<file path="src/rtl/pipeline_hazard_ctrl_if.sv">
// Hazard-input / pipeline-control bundle between the 5-stage pipeline datapath
// and its central stall/flush controller.
interface pipeline_hazard_ctrl_if #(
  parameter int REG_ADDR_WIDTH = 5,
  parameter int CNT_WIDTH      = 32
);
  logic [REG_ADDR_WIDTH-1:0] id_rs1;
  logic [REG_ADDR_WIDTH-1:0] id_rs2;
  logic                      id_uses_rs1;
  logic                      id_uses_rs2;
  logic [REG_ADDR_WIDTH-1:0] ex_rd;
  logic                      ex_mem_read;
  logic                      ex_branch_taken;
  logic                      imem_ready;
  logic                      dmem_busy;
  logic                      perf_clr;

  logic                      pc_en;
  logic                      if_id_en;
  logic                      id_ex_en;
  logic                      ex_mem_en;
  logic                      if_id_flush;
  logic                      id_ex_flush;
  logic                      mem_wb_flush;
  logic [2:0]                ctrl_state;
  logic [CNT_WIDTH-1:0]      stall_cycles;
  logic [CNT_WIDTH-1:0]      flush_count;

  modport master (
    output id_rs1, id_rs2, id_uses_rs1, id_uses_rs2, ex_rd, ex_mem_read,
           ex_branch_taken, imem_ready, dmem_busy, perf_clr,
    input  pc_en, if_id_en, id_ex_en, ex_mem_en, if_id_flush, id_ex_flush,
           mem_wb_flush, ctrl_state, stall_cycles, flush_count
  );

  modport slave (
    input  id_rs1, id_rs2, id_uses_rs1, id_uses_rs2, ex_rd, ex_mem_read,
           ex_branch_taken, imem_ready, dmem_busy, perf_clr,
    output pc_en, if_id_en, id_ex_en, ex_mem_en, if_id_flush, id_ex_flush,
           mem_wb_flush, ctrl_state, stall_cycles, flush_count
  );
endinterface

</file>
<file path="src/rtl/pipeline_hazard_ctrl.sv">
// Central stall/flush controller: classifies each cycle (mem wait, redirect,
// load-use, fetch wait, run) and drives pipeline register enables/flushes.
module pipeline_hazard_ctrl #(
  parameter int REG_ADDR_WIDTH = 5,
  parameter int CNT_WIDTH      = 32,
  parameter int INIT_CYCLES    = 2
) (
  input logic                  clk,
  input logic                  rst,
  pipeline_hazard_ctrl_if.slave bus
);

  typedef enum logic [2:0] {
    S_INIT       = 3'd0,
    S_RUN        = 3'd1,
    S_LOAD_STALL = 3'd2,
    S_MEM_WAIT   = 3'd3,
    S_FETCH_WAIT = 3'd4,
    S_REDIRECT   = 3'd5
  } state_t;

  localparam logic [3:0] INIT_LAST = 4'(INIT_CYCLES - 1);

  state_t               state, state_nxt, cls;
  logic [3:0]           init_cnt, init_cnt_nxt;
  logic                 load_use;
  logic                 pc_en, if_id_en, id_ex_en, ex_mem_en;
  logic                 if_id_flush, id_ex_flush, mem_wb_flush;
  logic                 stall_inc, flush_inc;
  logic [CNT_WIDTH-1:0] stall_cycles, flush_count;

  function automatic logic [CNT_WIDTH-1:0] sat_inc(input logic [CNT_WIDTH-1:0] v);
    return (&v) ? v : v + CNT_WIDTH'(1);
  endfunction

  always_comb begin
    load_use = bus.ex_mem_read && (bus.ex_rd != '0) &&
               ((bus.id_uses_rs1 && (bus.id_rs1 == bus.ex_rd)) ||
                (bus.id_uses_rs2 && (bus.id_rs2 == bus.ex_rd)));
  end

  // Priority classification; a busy MEM stage freezes everything upstream,
  // so any branch or load-use seen meanwhile is simply handled afterwards.
  always_comb begin
    cls = S_RUN;
    if (bus.dmem_busy)            cls = S_MEM_WAIT;
    else if (bus.ex_branch_taken) cls = S_REDIRECT;
    else if (load_use)            cls = S_LOAD_STALL;
    else if (!bus.imem_ready)     cls = S_FETCH_WAIT;
  end

  always_comb begin
    pc_en        = 1'b0;
    if_id_en     = 1'b0;
    id_ex_en     = 1'b0;
    ex_mem_en    = 1'b0;
    if_id_flush  = 1'b1;
    id_ex_flush  = 1'b1;
    mem_wb_flush = 1'b1;
    if (state != S_INIT) begin
      unique case (cls)
        S_MEM_WAIT: begin
          if_id_flush  = 1'b0;
          id_ex_flush  = 1'b0;
        end
        S_REDIRECT: begin
          {pc_en, if_id_en, id_ex_en, ex_mem_en} = 4'b1111;
          mem_wb_flush = 1'b0;
        end
        S_LOAD_STALL: begin
          {id_ex_en, ex_mem_en} = 2'b11;
          if_id_flush  = 1'b0;
          mem_wb_flush = 1'b0;
        end
        S_FETCH_WAIT: begin
          {if_id_en, id_ex_en, ex_mem_en} = 3'b111;
          id_ex_flush  = 1'b0;
          mem_wb_flush = 1'b0;
        end
        default: begin
          {pc_en, if_id_en, id_ex_en, ex_mem_en} = 4'b1111;
          {if_id_flush, id_ex_flush, mem_wb_flush} = 3'b000;
        end
      endcase
    end
  end

  always_comb begin
    state_nxt    = cls;
    init_cnt_nxt = init_cnt;
    if (state == S_INIT) begin
      state_nxt = S_INIT;
      if (init_cnt == INIT_LAST) state_nxt = cls;
      else                       init_cnt_nxt = init_cnt + 4'd1;
    end
  end

  always_comb begin
    stall_inc = (state != S_INIT) && !pc_en;
    flush_inc = (state != S_INIT) && (cls == S_REDIRECT);
  end

  // ---- state / counter register stage ----
  always_ff @(posedge clk or negedge rst) begin
    if (!rst) begin
      state        <= S_INIT;
      init_cnt     <= 4'd0;
      stall_cycles <= '0;
      flush_count  <= '0;
    end else begin
      state    <= state_nxt;
      init_cnt <= init_cnt_nxt;
      if (bus.perf_clr) begin
        stall_cycles <= '0;
        flush_count  <= '0;
      end else begin
        if (stall_inc) stall_cycles <= sat_inc(stall_cycles);
        if (flush_inc) flush_count  <= sat_inc(flush_count);
      end
    end
  end

  assign bus.pc_en        = pc_en;
  assign bus.if_id_en     = if_id_en;
  assign bus.id_ex_en     = id_ex_en;
  assign bus.ex_mem_en    = ex_mem_en;
  assign bus.if_id_flush  = if_id_flush;
  assign bus.id_ex_flush  = id_ex_flush;
  assign bus.mem_wb_flush = mem_wb_flush;
  assign bus.ctrl_state   = state;
  assign bus.stall_cycles = stall_cycles;
  assign bus.flush_count  = flush_count;

endmodule

</file>
<file path="src/flat_wrapper.sv">
// flat-port wrapper written by rule: the top's interface ports become plain ports
module pipeline_hazard_ctrl_flat 
#(
  parameter int REG_ADDR_WIDTH = 5,
  parameter int CNT_WIDTH      = 32,
  parameter int INIT_CYCLES    = 2
)
  (clk, rst, bus_id_rs1, bus_id_rs2, bus_id_uses_rs1, bus_id_uses_rs2, bus_ex_rd, bus_ex_mem_read, bus_ex_branch_taken, bus_imem_ready, bus_dmem_busy, bus_perf_clr, bus_pc_en, bus_if_id_en, bus_id_ex_en, bus_ex_mem_en, bus_if_id_flush, bus_id_ex_flush, bus_mem_wb_flush, bus_ctrl_state, bus_stall_cycles, bus_flush_count);
  pipeline_hazard_ctrl_if #(.REG_ADDR_WIDTH(REG_ADDR_WIDTH), .CNT_WIDTH(CNT_WIDTH)) bus_i ();
  input logic clk;
  input logic rst;
  input wire logic [$bits(bus_i.id_rs1)-1:0] bus_id_rs1;
  input wire logic [$bits(bus_i.id_rs2)-1:0] bus_id_rs2;
  input wire logic [$bits(bus_i.id_uses_rs1)-1:0] bus_id_uses_rs1;
  input wire logic [$bits(bus_i.id_uses_rs2)-1:0] bus_id_uses_rs2;
  input wire logic [$bits(bus_i.ex_rd)-1:0] bus_ex_rd;
  input wire logic [$bits(bus_i.ex_mem_read)-1:0] bus_ex_mem_read;
  input wire logic [$bits(bus_i.ex_branch_taken)-1:0] bus_ex_branch_taken;
  input wire logic [$bits(bus_i.imem_ready)-1:0] bus_imem_ready;
  input wire logic [$bits(bus_i.dmem_busy)-1:0] bus_dmem_busy;
  input wire logic [$bits(bus_i.perf_clr)-1:0] bus_perf_clr;
  output wire logic [$bits(bus_i.pc_en)-1:0] bus_pc_en;
  output wire logic [$bits(bus_i.if_id_en)-1:0] bus_if_id_en;
  output wire logic [$bits(bus_i.id_ex_en)-1:0] bus_id_ex_en;
  output wire logic [$bits(bus_i.ex_mem_en)-1:0] bus_ex_mem_en;
  output wire logic [$bits(bus_i.if_id_flush)-1:0] bus_if_id_flush;
  output wire logic [$bits(bus_i.id_ex_flush)-1:0] bus_id_ex_flush;
  output wire logic [$bits(bus_i.mem_wb_flush)-1:0] bus_mem_wb_flush;
  output wire logic [$bits(bus_i.ctrl_state)-1:0] bus_ctrl_state;
  output wire logic [$bits(bus_i.stall_cycles)-1:0] bus_stall_cycles;
  output wire logic [$bits(bus_i.flush_count)-1:0] bus_flush_count;
  assign bus_i.id_rs1 = bus_id_rs1;
  assign bus_i.id_rs2 = bus_id_rs2;
  assign bus_i.id_uses_rs1 = bus_id_uses_rs1;
  assign bus_i.id_uses_rs2 = bus_id_uses_rs2;
  assign bus_i.ex_rd = bus_ex_rd;
  assign bus_i.ex_mem_read = bus_ex_mem_read;
  assign bus_i.ex_branch_taken = bus_ex_branch_taken;
  assign bus_i.imem_ready = bus_imem_ready;
  assign bus_i.dmem_busy = bus_dmem_busy;
  assign bus_i.perf_clr = bus_perf_clr;
  assign bus_pc_en = bus_i.pc_en;
  assign bus_if_id_en = bus_i.if_id_en;
  assign bus_id_ex_en = bus_i.id_ex_en;
  assign bus_ex_mem_en = bus_i.ex_mem_en;
  assign bus_if_id_flush = bus_i.if_id_flush;
  assign bus_id_ex_flush = bus_i.id_ex_flush;
  assign bus_mem_wb_flush = bus_i.mem_wb_flush;
  assign bus_ctrl_state = bus_i.ctrl_state;
  assign bus_stall_cycles = bus_i.stall_cycles;
  assign bus_flush_count = bus_i.flush_count;
  pipeline_hazard_ctrl #(.REG_ADDR_WIDTH(REG_ADDR_WIDTH), .CNT_WIDTH(CNT_WIDTH), .INIT_CYCLES(INIT_CYCLES)) u_core (.clk(clk), .rst(rst), .bus(bus_i));
endmodule
</file>
<file path="config.mk">
export PLATFORM = sky130hd
export DESIGN_NAME = pipeline_hazard_ctrl_flat
export DESIGN_NICKNAME = d
export VERILOG_FILES = /design/src/rtl/pipeline_hazard_ctrl_if.sv /design/src/rtl/pipeline_hazard_ctrl.sv /design/src/flat_wrapper.sv
export SDC_FILE = /design/constraint.sdc
export NUM_CORES = 1
export LEC_CHECK = 0
export ABC_AREA = 1
export CORE_MARGIN = 5
export CORE_UTILIZATION = 40
export DETAILED_ROUTE_END_ITERATION = 16
export PLACE_DENSITY_LB_ADDON = 0.08
export SYNTH_ARGS = -nofsm -noshare
export SYNTH_HDL_FRONTEND = slang
export SYNTH_SLANG_ARGS = --single-unit
</file>
<file path="constraint.sdc">
create_clock -name clk -period 3.5 [get_ports clk]
set_input_delay 0.7 -clock clk [delete_from_list [all_inputs] [get_ports clk]]
set_output_delay 0.7 -clock clk [all_outputs]
set_load 0.02 [all_outputs]
</file>
Yosys cells after proc, flatten, opt, wreduce, memory -nomap -nowiden
Cells that the tools add are included.
{"block": "totals", "register_bits": 71, "in_bits": 24, "output_inout_bits": 74, "elab_cells": 63}
{"block": "op_classes", "add_sub_neg": 3, "n_eq_ne": 9, "muxes": 24, "bitwise_logic": 1, "reduce_logical": 22}
{"cell": "$mux 32", "count": 6}
{"cell": "$add 32x1->32 const B", "count": 2}
{"cell": "$reduce_and 32->1", "count": 2}
{"cell": "$mux 3", "count": 6}
{"cell": "$mux 1", "count": 12}
{"cell": "$eq 5x5->1", "count": 2}
{"cell": "$eq 3x2->1 const B", "count": 2}
{"cell": "$eq 3x3->1 const B", "count": 2}
{"cell": "$logic_and 1x1->1", "count": 6}
{"cell": "$reduce_and 2->1", "count": 3}
{"cell": "$reduce_or 2->1", "count": 3}
{"cell": "$reduce_bool 5->1", "count": 1}
{"cell": "$add 4x1->4 const B", "count": 1}
{"cell": "$eq 4x1->1 const B", "count": 1}
{"cell": "$ne 2x2->1 const B", "count": 2}
{"cell": "$reduce_bool 2->1", "count": 2}
{"cell": "$logic_not 3->1", "count": 1}
{"cell": "$reduce_bool 3->1", "count": 1}
{"cell": "$reduce_or 3->1", "count": 1}
{"cell": "$logic_not 1->1", "count": 1}
{"cell": "$logic_or 1x1->1", "count": 1}
{"cell": "$not 1->1", "count": 1}

Logic depth before layout (Yosys ltp)
{"block": "logic_depth", "ltp_word": 15, "mapped_depth": 12, "ltp_nobuf": 11}

Worst setup path after synthesis
Ideal clock, no wire load.
{"block": "synth_timing", "kind": "input-to-output", "startpoint": "in bus_dmem_busy", "endpoint": "out bus_pc_en", "arrival_ns": 1.704, "t_required_ns": 2.800, "setup_slack_ns": 1.096, "path_stages": 3, "cell_sequence": "nor2_1 > inv_1 > nor2_1"}
{"block": "synth_between", "elab_chain_len": 5}
{"element": "start, declared", "line": "flat_wrapper.sv:20", "rtl": "input wire logic [$bits(bus_i.dmem_busy)-1:0] bus_dmem_busy;"}
{"element": "$mux 3 *", "line": "pipeline_hazard_ctrl.sv:46", "rtl": "if (bus.dmem_busy) cls = S_MEM_WAIT;"}
{"element": "$eq 3x3->1 / $eq 3x2->1 (equally long branches)", "line": "pipeline_hazard_ctrl.sv:61", "rtl": "unique case (cls)"}
{"element": "$reduce_or 3->1 (no source line) *"}
{"element": "$mux 1 *", "line": "pipeline_hazard_ctrl.sv:61"}
{"element": "$mux 1 *", "line": "pipeline_hazard_ctrl.sv:60", "rtl": "if (state != S_INIT) begin"}
{"element": "end, declared", "line": "flat_wrapper.sv:22", "rtl": "output wire logic [$bits(bus_i.pc_en)-1:0] bus_pc_en;"}
Mark *: on every way between the ends. The rest lies on a longest branch, timed or not.

Worst setup path in the final report
{"block": "layout_timing", "startpoint": "in bus_ex_rd[0]", "endpoint": "out bus_pc_en"}
{"block": "layout_between", "elab_chain_len": 11}
{"element": "start, declared", "line": "flat_wrapper.sv:16", "rtl": "input wire logic [$bits(bus_i.ex_rd)-1:0] bus_ex_rd;"}
{"element": "$eq 5x5->1, on equally long branches", "line": "pipeline_hazard_ctrl.sv:38, pipeline_hazard_ctrl.sv:39"}
{"element": "$logic_and 1x1->1, on equally long branches", "line": "pipeline_hazard_ctrl.sv:38, pipeline_hazard_ctrl.sv:39"}
{"element": "$logic_or 1x1->1", "line": "pipeline_hazard_ctrl.sv:38", "rtl": "((bus.id_uses_rs1 && (bus.id_rs1 == bus.ex_rd)) ||"}
{"element": "$logic_and 1x1->1 *", "line": "pipeline_hazard_ctrl.sv:37", "rtl": "load_use = bus.ex_mem_read && (bus.ex_rd != '0) &&"}
{"element": "$mux 3 *", "line": "pipeline_hazard_ctrl.sv:48", "rtl": "else if (load_use) cls = S_LOAD_STALL;"}
{"element": "$mux 3 *", "line": "pipeline_hazard_ctrl.sv:47", "rtl": "else if (bus.ex_branch_taken) cls = S_REDIRECT;"}
{"element": "$mux 3 *", "line": "pipeline_hazard_ctrl.sv:46"}
{"element": "$eq 3x3->1 / $eq 3x2->1 (equally long branches)", "line": "pipeline_hazard_ctrl.sv:61"}
{"element": "$reduce_or 3->1 (no source line) *"}
{"element": "$mux 1 *", "line": "pipeline_hazard_ctrl.sv:61"}
{"element": "$mux 1 *", "line": "pipeline_hazard_ctrl.sv:60"}
Marked as above.

==> results.yml <==
outcome:
  status: "finished, final reports clean"
routing:
  dr.pass1.iters: 5
  m1WireLength_mm: 6.43
  num_vias: 5147
  first_iter_violations: 254
  wl_met2_mm: 7.44
  route.met3.wl_um: 621
  routed_via_density: 5.01
  drt-total-wl_mm: 14.9
  antenna_left: 0
  routedWlPerCell_um: 14.5
  drc: 0
  top_layer: "met4"
power_and_ir_drop:
  p_sw_uw: 542
  p_seq_share_pct: 42.1
  p_sw_share_pct: 25.9
  vdd_drop_max_mv: 0.162
  pwr_density_cell_nw_per_um2: 324
  internal_power_mw: 1.55
  clock_power_share_pct: 45.5
  leakage_nw: 2.96
  p_comb_share_pct: 12.4
clock_network:
  cts_root_buf: "clkbuf_16"
  cts.sinks: 71
  cts_made_buffers: 9
  ctsHtreeMaxLevel: 3
  cts-hold-fix-buffers: 0
  postCtsSetupBuffers: 0
  cts_tree: "done"
  clkSlewWorstSetupHoldPaths_ps: 50
  clk_path_buf_depth: 2
  clk_latency_ps: 340
timing:
  setup-tns-final_ps: 0
  max_freq_mhz: 310
  maxSlewHeadroom_pct: 42.9
  slew_viol_final: 0
  fin_crit_sh_pct: 92.1
  finalClockSkew_ps: 6.37
  hold_viol: 0
  setup_viol: 0
  worstMarginPinSlew_ps: 856
  rsz0062_at_grt: "no"
  period_minus_slack_ps: 3230
  finalWorstSetupSlack_ps: 275
setup_path:
  cp_top_family: "buffers and inverters"
  path_class: "input pin to output port"
  critPathMaxFanout: 4
  r2r_end: "u_core.bus.stall_cycles[15]$_DFFE_PN0P_"
  cp-startpoint: "bus_ex_rd[0]"
  crit_cells: 9
  cpMaxStageDelayCell: "clkdlybuf4s50_1"
  r2r_setup_slack_ps: 780
  cpPeakStageDelay_ps: 610
  crit_arrival_ps: 2530
  endpoint: "bus_pc_en"
  startpoint_type: "input pin"
  worstReg2RegStart: "u_core.bus.stall_cycles[0]$_DFFE_PN0P_"
  cp_cell_sequence: "clkdlybuf4s50_1, inv_1, nand4_1, o21ai_0, inv_1, nand3_1, nand2_1, nor2_1, clkdlybuf4s50_1"
  reg2reg_depth: 11
  crit_buf_inv: 4
  worstPathRequired_ps: 2800
  critPathCaptureType: "output port"
place:
  dp.cells: 1012
  gp_congestion: 0.899
  pre_cts_ws_ps: 160
  io_buffers: 97
  dpl.hpwl_mm: 11.3
logic_synthesis:
  ys_ff_latch: 71
  async_reset_ff_share_pct: 100
  syn-num-nets: 792
  syn_inst: 764
  synth_commonest_cells: "nand2_1, nor2_1, inv_1, nand3_1, dfrtp_1"
  netlist_top_cells_area: "dfrtp_1, nand2_1, nand3_1"
  synth_warnings: 0
  synth_area_um2: 5070
  netlist.area_leader.share_pct: 35.0
  yosysTopAreaCell: "dfrtp_1"
  synth-edff-count: 0
  seq_area_frac_synth_pct: 35.0
  post-synth-top-count-cell: "nand2_1"
  syn_avg_cell_area_um2: 6.64
  synth_flop_cell: "dfrtp_1"
  synth_cell_types: 33
global_routing:
  grt_pass1_vias: 5067
  antenna_found_initial: 0
  grt_max_degree: 87
  overflow: 0
  grt_pass1_wl_mm: 24.9
  gr-usage-all-layers_pct: 20.8
floorplan:
  row_count: 41
  initial_utilization_pct: 40.5
  die_h_um: 123
  die_area_um2: 15000
  dieWidth_um: 123
  core_um2: 12500
  ios: 98
cells_and_area:
  nFillCells: 1265
  num_antenna_cells: 0
  fin_cells: 1028
  final_nets: 879
  final_layout_size_suffix_gt1_share_pct: 5.72
  areaGrowthSynthToFinish_pct: 27.4
  final_util_pct: 51.6
run:
  max_cap_viol_count: 0
hold_path:
  hold_path_class: "input pin to asynchronous set/reset pin"
worst register-to-register path: cells and delay by family (launching register included):
kind | cells | cell delay (ps)
AND/OR/NAND/NOR | 8 | 1370
adder cells (fa/ha/maj) | 1 | 280
buffers and inverters | 2 | 510
flip-flops | 1 | 450
sequential cells by signal (all words and copies together) (netlist names):
signal                   cells
u_core.bus.ctrl_state        3
u_core.bus.stall_cycles     32
u_core.bus.flush_count      32
u_core.init_cnt              4
metal layers:
layer,GRT usage (%),up-vias
met3,3.46,26
met4,7.98,0
met2,36.4,129
met1,25.6,2376
met5,0,-
li1,-,2616
final cells by class:
class | count | area [um^2] | share of cell area [%]
inverters | 88 | 333 | 5.15
well taps | 172 | 215 | 3.33
multi-input cells | 579 | 2820 | 43.7
flip-flops and latches | 71 | 1780 | 27.5
clock buffers | 13 | 270 | 4.18
repair buffers | 102 | 1010 | 15.6
clock inverters | 3 | 40.0 | 0.620
cell usage in the layout (no fill, tap or decap), types with 5 or more instances in the layout:
| master | n |
|---|---|
| clkdlybuf4s50_1 | 95 |
| clkbuf_16 | 9 |
| nand2_1 | 240 |
| dfrtp_1 | 71 |
| o21ai_1 | 22 |
| buf_4 | 5 |
| xor2_1 | 32 |
| inv_1 | 76 |
| xnor2_1 | 13 |
| nand4_1 | 43 |
| inv_2 | 10 |
| o21ai_2 | 6 |
| nand3_1 | 76 |
| nor2_1 | 98 |
| a21oi_1 | 5 |
| nor3_1 | 18 |
metrics by stage:
stage	hold WS [ps]	instance area [um^2]	total power, mW
global route	390	6460	2.19
finish	359	6460	2.10
global placement	456	6150	1.15
detailed placement	465	6150	1.16
floorplan	404	5070	1.05
CTS	361	6460	2.13
worst min-delay path by stage:
stage / from / to / slack [ps] / depth (start not counted)
5_1_grt: rst / u_core.bus.stall_cycles[5]$_DFFE_PN0P_ / 390 / 1
6_report: rst / u_core.bus.stall_cycles[5]$_DFFE_PN0P_ / 360 / 1
2_1_floorplan: rst / u_core.bus.ctrl_state[0]$_DFF_PN0_ / 400 / 0
4_1_cts: rst / u_core.bus.stall_cycles[5]$_DFFE_PN0P_ / 360 / 1
3_5_place_dp: u_core.init_cnt[3]$_DFFE_PN0P_ / u_core.init_cnt[3]$_DFFE_PN0P_ / 460 / 1
3_3_place_gp: u_core.init_cnt[3]$_DFFE_PN0P_ / u_core.init_cnt[3]$_DFFE_PN0P_ / 460 / 1
repair_timing:
| item | CTS | global route |
|---|---|---|
| hold endpoints to repair | 0 | 0 |
| gates resized for setup | 0 | 1 |
| setup endpoints to repair | 0 | 1 |
cell families (layout without fill, tap and decap cells):
family / Yosys count / after routing / share of synthesized area (%)
flip-flops: 71 / 71 / 35.0
XOR/XNOR: 45 / 45 / 7.77
AND/OR/NAND/NOR: 492 / 492 / 42.6
AO/OA/AOI/OAI: 38 / 38 / 4.24
adder cells (fa/ha/maj): 4 / 4 / 0.986
buffers and inverters: 114 / 206 / 9.37
power by group through the flow:
stage | clock (mW) | combinational [mW] | sequential (mW)
floorplan | 0 | 0.145 | 0.901
detailed placement | 0 | 0.262 | 0.895
finish | 0.954 | 0.260 | 0.882
global placement | 0 | 0.255 | 0.893
global route | 1.01 | 0.289 | 0.884
CTS | 0.980 | 0.265 | 0.882
Note: power is estimated with default switching activity, not from simulation.
==> patch 1, RTL diff (same settings) <==
`REG_ADDR_WIDTH` is set to 5 in 3 places; all go to 4.
--- a/src/rtl/pipeline_hazard_ctrl_if.sv
+++ b/src/rtl/pipeline_hazard_ctrl_if.sv
@@ -1,7 +1,7 @@
 // Hazard-input / pipeline-control bundle between the 5-stage pipeline datapath
 // and its central stall/flush controller.
 interface pipeline_hazard_ctrl_if #(
-  parameter int REG_ADDR_WIDTH = 5,
+  parameter int REG_ADDR_WIDTH = 4,
   parameter int CNT_WIDTH      = 32
 );
   logic [REG_ADDR_WIDTH-1:0] id_rs1;
--- a/src/rtl/pipeline_hazard_ctrl.sv
+++ b/src/rtl/pipeline_hazard_ctrl.sv
@@ -1,7 +1,7 @@
 // Central stall/flush controller: classifies each cycle (mem wait, redirect,
 // load-use, fetch wait, run) and drives pipeline register enables/flushes.
 module pipeline_hazard_ctrl #(
-  parameter int REG_ADDR_WIDTH = 5,
+  parameter int REG_ADDR_WIDTH = 4,
   parameter int CNT_WIDTH      = 32,
   parameter int INIT_CYCLES    = 2
 ) (
--- a/src/flat_wrapper.sv
+++ b/src/flat_wrapper.sv
@@ -1,7 +1,7 @@
 // flat-port wrapper written by rule: the top's interface ports become plain ports
 module pipeline_hazard_ctrl_flat 
 #(
-  parameter int REG_ADDR_WIDTH = 5,
+  parameter int REG_ADDR_WIDTH = 4,
   parameter int CNT_WIDTH      = 32,
   parameter int INIT_CYCLES    = 2
 )
Interface: changed (resized bus_ex_rd, bus_id_rs1 and bus_id_rs2); port bits go from 98 to 95. The function was not compared with the original's and may differ.
==> patch 1 against the unedited design <==
  * Setup slack worse by 0.032 ns
  * Routed wire length is 2.2% higher
  * Power is 2.6% higher
  * Non-clock buffer count shrank 4
  * Sequential cell count unchanged
  * Synthesized area grew 1.6%
  * Die area increased by 1.5%
  * Final area up 0.52%
  * Via count decreased by 0.56%
  * Count of clock-buffer cells in the layout did not move
  * Register-to-register slack better by 0.26 ns
  * Critical path type unchanged
  * Largest cell class unchanged
  * Largest power group unchanged
  * Highest routed layer unchanged
==> patch 1: results (changes against the unedited design) <==
[outcome]
status=finished, final reports clean  ; unchanged

[routing]
drt-initial-drc-count=343  ; was 254
drtPass1Iterations=4  ; was 5
via_count=5118  ; was 5,147
totalWireLength_mm=15.2  ; was 14.9 mm

[power_and_ir_drop]
internal-power_mw=1.61  ; was 1.55 mW
leakage_nw=2.95  ; was 2.96 nW
ir_worst_vdd_uv=495  ; was 162 uV

[place]
port_buffers=94  ; was 97
place_congestion=0.910  ; was 0.899
dp_hpwl_mm=11.3  ; about the same

[logic_synthesis]
yosys-top-cells-area=dfrtp_1 34%, nand2_1 15%, nand3_1 7.4%, nand4_1 6.8%, nor2_1 6.6%  ; was dfrtp_1 35%, nand2_1 18%, nand3_1 7.5%, nor2_1 7.3%, inv_1 5.6%
synth_cell_types=37  ; was 33
synth_nets=767  ; was 792
ys_seq_area_share_pct=34.5  ; was 35.0%
synthTopCellsByCount=205 x nand2_1, 91 x nor2_1, 76 x nand3_1, 73 x inv_1, 71 x dfrtp_1  ; was 240 x nand2_1, 98 x nor2_1, 76 x inv_1, 76 x nand3_1, 71 x dfrtp_1

[cts]
cts_setup_buffers=0  ; unchanged

[setup_path]
reg2reg_slack_ns=1.04  ; was 0.78 ns
critPathTopFamily=buffers and inverters  ; unchanged
slowest_delay_ns=0.55  ; was 0.61 ns
arrival_ns=2.56  ; was 2.53 ns

[timing]
fin_worst_skew_ns=0.00992  ; was 0.00637 ns
worst_pin_slew_ns=0.944  ; was 0.856 ns

[final_layout]
fin_nets=849  ; was 879
layout-drive-gt1-share_pct=7.60  ; was 5.72%
largestRegisters=u_core.bus.flush_count x32, u_core.bus.stall_cycles x32, u_core.init_cnt x4  ; unchanged
nFillCells=1298  ; was 1,265

[grt]
grt_max_degree=91  ; was 87
grt_pass1_vias=4837  ; was 5,067
grt_pass1_wl_mm=24.6  ; was 24.9 mm
grt_use_total_pct=20.6  ; was 20.8%

==> patch 1: cell count changes after synthesis, moves of 6 or more <==
cell	delta
nor2_1	-7
a21o_1	+7
xor2_1	-15
buf_4	-6
buf_2	+7
nand2_2	+6
nor3_1	-6
nand4_1	+13
nand2_1	-35
==> patch 1: repair_timing <==
| action | in CTS | in global routing |
|---|---|---|
| endpoints found under the setup margin | 0 | 1 |
| hold buffers | 0 | 0 |
| endpoints found under the hold margin | 0 | 0 |
| resized for setup | 0 | 1 |
==> patch 1: path summary, 6_finish.rpt <==
path / cells after the start / to / from
min in group clk: 1 / u_core.init_cnt[3] / u_core.init_cnt[3]
min: 1 / u_core.bus.stall_cycles[6] / rst
max reg2reg: 11 / u_core.bus.stall_cycles[6] / u_core.bus.stall_cycles[0]
min reg2reg: 1 / u_core.init_cnt[3] / u_core.init_cnt[3]
max in group asynchronous: 1 / u_core.bus.flush_count[5] / rst
max: 11 / bus_pc_en / bus_ex_rd[3]
==> patch 1: layer usage <==
| metal | GRT usage, % | vias up | routed length, um |
|---|---|---|---|
| met3 | 5.49 | 25 | 676 |
| met1 | 25.2 | 2390 | 6470 |
| met5 | 0 | - | 0 |
| li1 | - | 2598 | - |
| met4 | 6.23 | 0 | 344 |
| met2 | 35.5 | 105 | 7700 |
==> patch 1: power groups by stage <==
stage / clock network, mW / logic, mW / registers, mW
floorplan: 0 / 0.153 / 0.902
global placement: 0 / 0.258 / 0.895
detailed placement: 0 / 0.261 / 0.897
CTS: 1.04 / 0.262 / 0.882
global route: 1.07 / 0.290 / 0.887
finish: 1.01 / 0.258 / 0.882
==> patch 1: kinds of logic after synthesis <==
family / after synthesis / share of synthesized area (%)
DFF: 71 / 34.5
adders and majority gates: 4 / 0.971
AOI/OAI and AO/OA: 53 / 6.65
xor gates and xnor gates: 32 / 5.44
buffers and inverters: 106 / 9.30
and+or+nand+nor: 476 / 43.2
==> patch 1: area by class of cell <==
type                       count  area share, %
clock buffer                  13           4.01
timing repair buffer          98           15.1
tap                          172           3.31
sequential                    71           27.3
inverter                      79           4.56
multi-input combinational    565           44.6
clock inverter                 3           1.00
==> patch 1: per-stage QoR <==
step           cell area, um2  hold slack [ns]  instances  utilization [%]  worst slack [ns]
3_5_place_dp             6170            0.461        985             48.9             0.106
3_3_place_gp             6170            0.457        985             48.9             0.171
4_1_cts                  6490            0.475       1001             51.5            0.0936
2_1_floorplan            5150            0.404        742                -              1.11
6_report                 6500            0.464       1001             51.5             0.243
5_1_grt                  6500            0.491       1001             51.5            0.0835
==> patch 2, RTL diff (config.mk and constraints unchanged) <==
Without the edit above. Make the reset (`rst`) synchronous in one clocked block.
--- a/src/rtl/pipeline_hazard_ctrl.sv
+++ b/src/rtl/pipeline_hazard_ctrl.sv
@@ -101,7 +101,7 @@
   end
 
   // ---- state / counter register stage ----
-  always_ff @(posedge clk or negedge rst) begin
+  always_ff @(posedge clk) begin
     if (!rst) begin
       state        <= S_INIT;
       init_cnt     <= 4'd0;
Behaviour: differs if rst is asserted again (counterexample within 4 cycles, from zero or initial values and one cycle with rst low); with rst held inactive, the same outputs for 10 cycles.
==> patch 2 against the unedited design <==
  * Synthesized area decreased by 11%
  * Sequential cell count unchanged
  * Sequential power shrank 3.1%
  * Final area shrank 8.8%
  * Critical path depth rose by 3
  * Routed wire length shrank 12%
  * Clock power rose by 5%
  * Setup slack worse by 0.044 ns
  * Power increased by 11%
  * Synthesized cell count fell by 7.3%
  * First-iteration DRC count rose by 36%
  * Critical endpoint is now bus_id_ex_flush
  * Largest cell class unchanged
  * Highest routed layer unchanged
==> patch 2: results (changes against the unedited design) <==
[outcome]
status=finished, final reports clean  ; unchanged

[final_layout]
layout-drive-gt1-share_pct=5.10  ; was 5.72%
fin_nets=827  ; was 879
antennaDiodeCount=0  ; unchanged
largestRegisters=u_core.bus.flush_count x32, u_core.bus.stall_cycles x32, u_core.init_cnt x4  ; unchanged

[cts]
clk_path_buf_depth=2  ; unchanged
cts_setup_buffers=0  ; unchanged
cts_root_buffer=clkbuf_16  ; unchanged
cts-htree-levels=3  ; unchanged
ctsResizeCount=0  ; unchanged
path_clk_slew_ns=0.05  ; about the same
insertion_delay_ns=0.34  ; about the same
cts_buffers=9  ; unchanged

[logic_synthesis]
yosysWarningCount=0  ; unchanged
synth_flop_cell=dfxtp_1  ; was dfrtp_1
yosysTopAreaCell=dfxtp_1  ; was dfrtp_1
ys_seq_area_share_pct=31.5  ; was 35.0%
synth_cell_types=32  ; was 33
synthTopCellsByCount=217 x nand2_1, 83 x nor2_1, 71 x dfxtp_1, 71 x inv_1, 56 x a21oi_1  ; was 240 x nand2_1, 98 x nor2_1, 76 x inv_1, 76 x nand3_1, 71 x dfrtp_1
async_reset_ff_share_pct=0  ; was 100%
yosys-top-cells-area=dfxtp_1 31%, nand2_1 18%, nor2_1 6.9%, nand4_1 6.5%, a21oi_1 6.2%  ; was dfrtp_1 35%, nand2_1 18%, nand3_1 7.5%, nor2_1 7.3%, inv_1 5.6%
synth_nets=736  ; was 792

[hold_path]
hp-class=flip-flop to flip-flop  ; was primary input to asynchronous set/reset pin

[setup_path]
slowest_delay_ns=0.62
worst-path-max-fanout=3  ; was 4
arrival_ns=2.57  ; was 2.53 ns
cpMaxStageDelayCell=clkdlybuf4s50_1  ; unchanged
critPathTopFamily=buffers and inverters  ; unchanged

[grt]
gr-usage-met3_pct=5.28  ; was 3.46%
grt_pass1_vias=4588  ; was 5,067
grt_pass1_wl_mm=21.7  ; was 24.9 mm
grt_use_total_pct=20.0  ; was 20.8%
antenna_found_initial=0  ; unchanged
grtUsageMet2_pct=30.6  ; was 36.4%
grt_use_met1_pct=26.8  ; was 25.6%
grt_max_degree=34  ; was 87

[power_and_ir_drop]
ir_worst_vdd_uv=257  ; was 162 uV
sw_frac_of_total_pct=28.8  ; was 25.9%
leakage_nw=2.12  ; was 2.96 nW

[timing]
fin_worst_skew_ns=0.00629  ; was 0.00637 ns
worst_pin_slew_ns=0.545  ; was 0.856 ns

[routing]
drtPass1Iterations=5  ; unchanged
routedWlPerCell_um=13.9  ; was 14.5 um
drt-initial-drc-count=346  ; was 254
via_count=4824  ; was 5,147

[place]
place_congestion=0.960  ; was 0.899
port_buffers=97  ; unchanged
dp_hpwl_mm=9.94  ; was 11.3 mm

patch 2: cell count changes in the layout (fill, tap and decap cells not counted), moves of 9 or more:
| cell | change |
|---|---|
| a21oi_1 | +51 |
| dfrtp_1 | -71 |
| dfxtp_1 | +71 |
| nand2_1 | -23 |
| nand3_1 | -56 |
| nor2_1 | -15 |
| nor3_1 | +9 |
| o21ai_0 | +9 |
| o21ai_1 | -22 |
patch 2: worst min-delay path: cells and delay by family (launching register included):
kind | cells | cell delay [ns]
DFF | 1 | 0.32
and+or+nand+nor | 1 | 0.06
AOI/OAI and AO/OA | 1 | 0.05
patch 2: logic make-up after synthesis:
| group | Yosys count | synth area share, % |
|---|---|---|
| buf+inv | 99 | 9.51 |
| xor+xnor | 44 | 8.54 |
| compound gates | 73 | 8.29 |
| fa+ha+maj | 4 | 1.11 |
| simple gates | 417 | 41.1 |
| flops | 71 | 31.5 |
patch 2: routing by layer:
layer  vias to the layer above  part of all wire [%]  wire (um)
met1                      2154                    47       6190
met4                         0                   2.2        293
met5                         -                     0          0
met3                        23                   6.9        898
met2                       162                    44       5720
li1                       2485                     -          -
patch 2: layout make-up:
type	count	area, um2
Multi-Input combinational cell	538	2660
Timing Repair Buffer	104	1030
Clock inverter	3	65.1
Fill cell	1123	5040
Tap cell	140	175
Clock buffer	13	260
Sequential cell	71	1420
Inverter	75	282
patch 2: per-stage QoR:
step           hold slack (ns)  setup WS (ns)  cells  area, um2
3_3_place_gp             0.471          0.234    928       5570
3_5_place_dp             0.480          0.177    928       5570
5_1_grt                  0.492         0.0445    944       5890
6_report                 0.486          0.231    944       5890
4_1_cts                  0.488          0.165    944       5890
2_1_floorplan            0.458           1.03    708       4510
patch 2: power by group through the flow:
stage          combinational (mW)  clock, mW  sequential [mW]
4_1_cts                     0.462       1.02            0.855
3_5_place_dp                0.459          0            0.873
3_3_place_gp                0.453          0            0.872
2_1_floorplan               0.298          0            0.885
6_report                    0.458       1.00            0.855
5_1_grt                     0.505       1.06            0.859
patch 2: worst paths after layout:
kind	startpoint	to	slack, ns	depth (start not counted)
worst max-delay path	bus_ex_rd[0]	bus_id_ex_flush	0.23	12
worst min-delay path	u_core.bus.stall_cycles[31]	u_core.bus.stall_cycles[31]	0.49	2
worst max register to register	u_core.bus.flush_count[1]	u_core.bus.flush_count[9]	1.22	11
worst min register to register	u_core.bus.stall_cycles[31]	u_core.bus.stall_cycles[31]	0.49	2
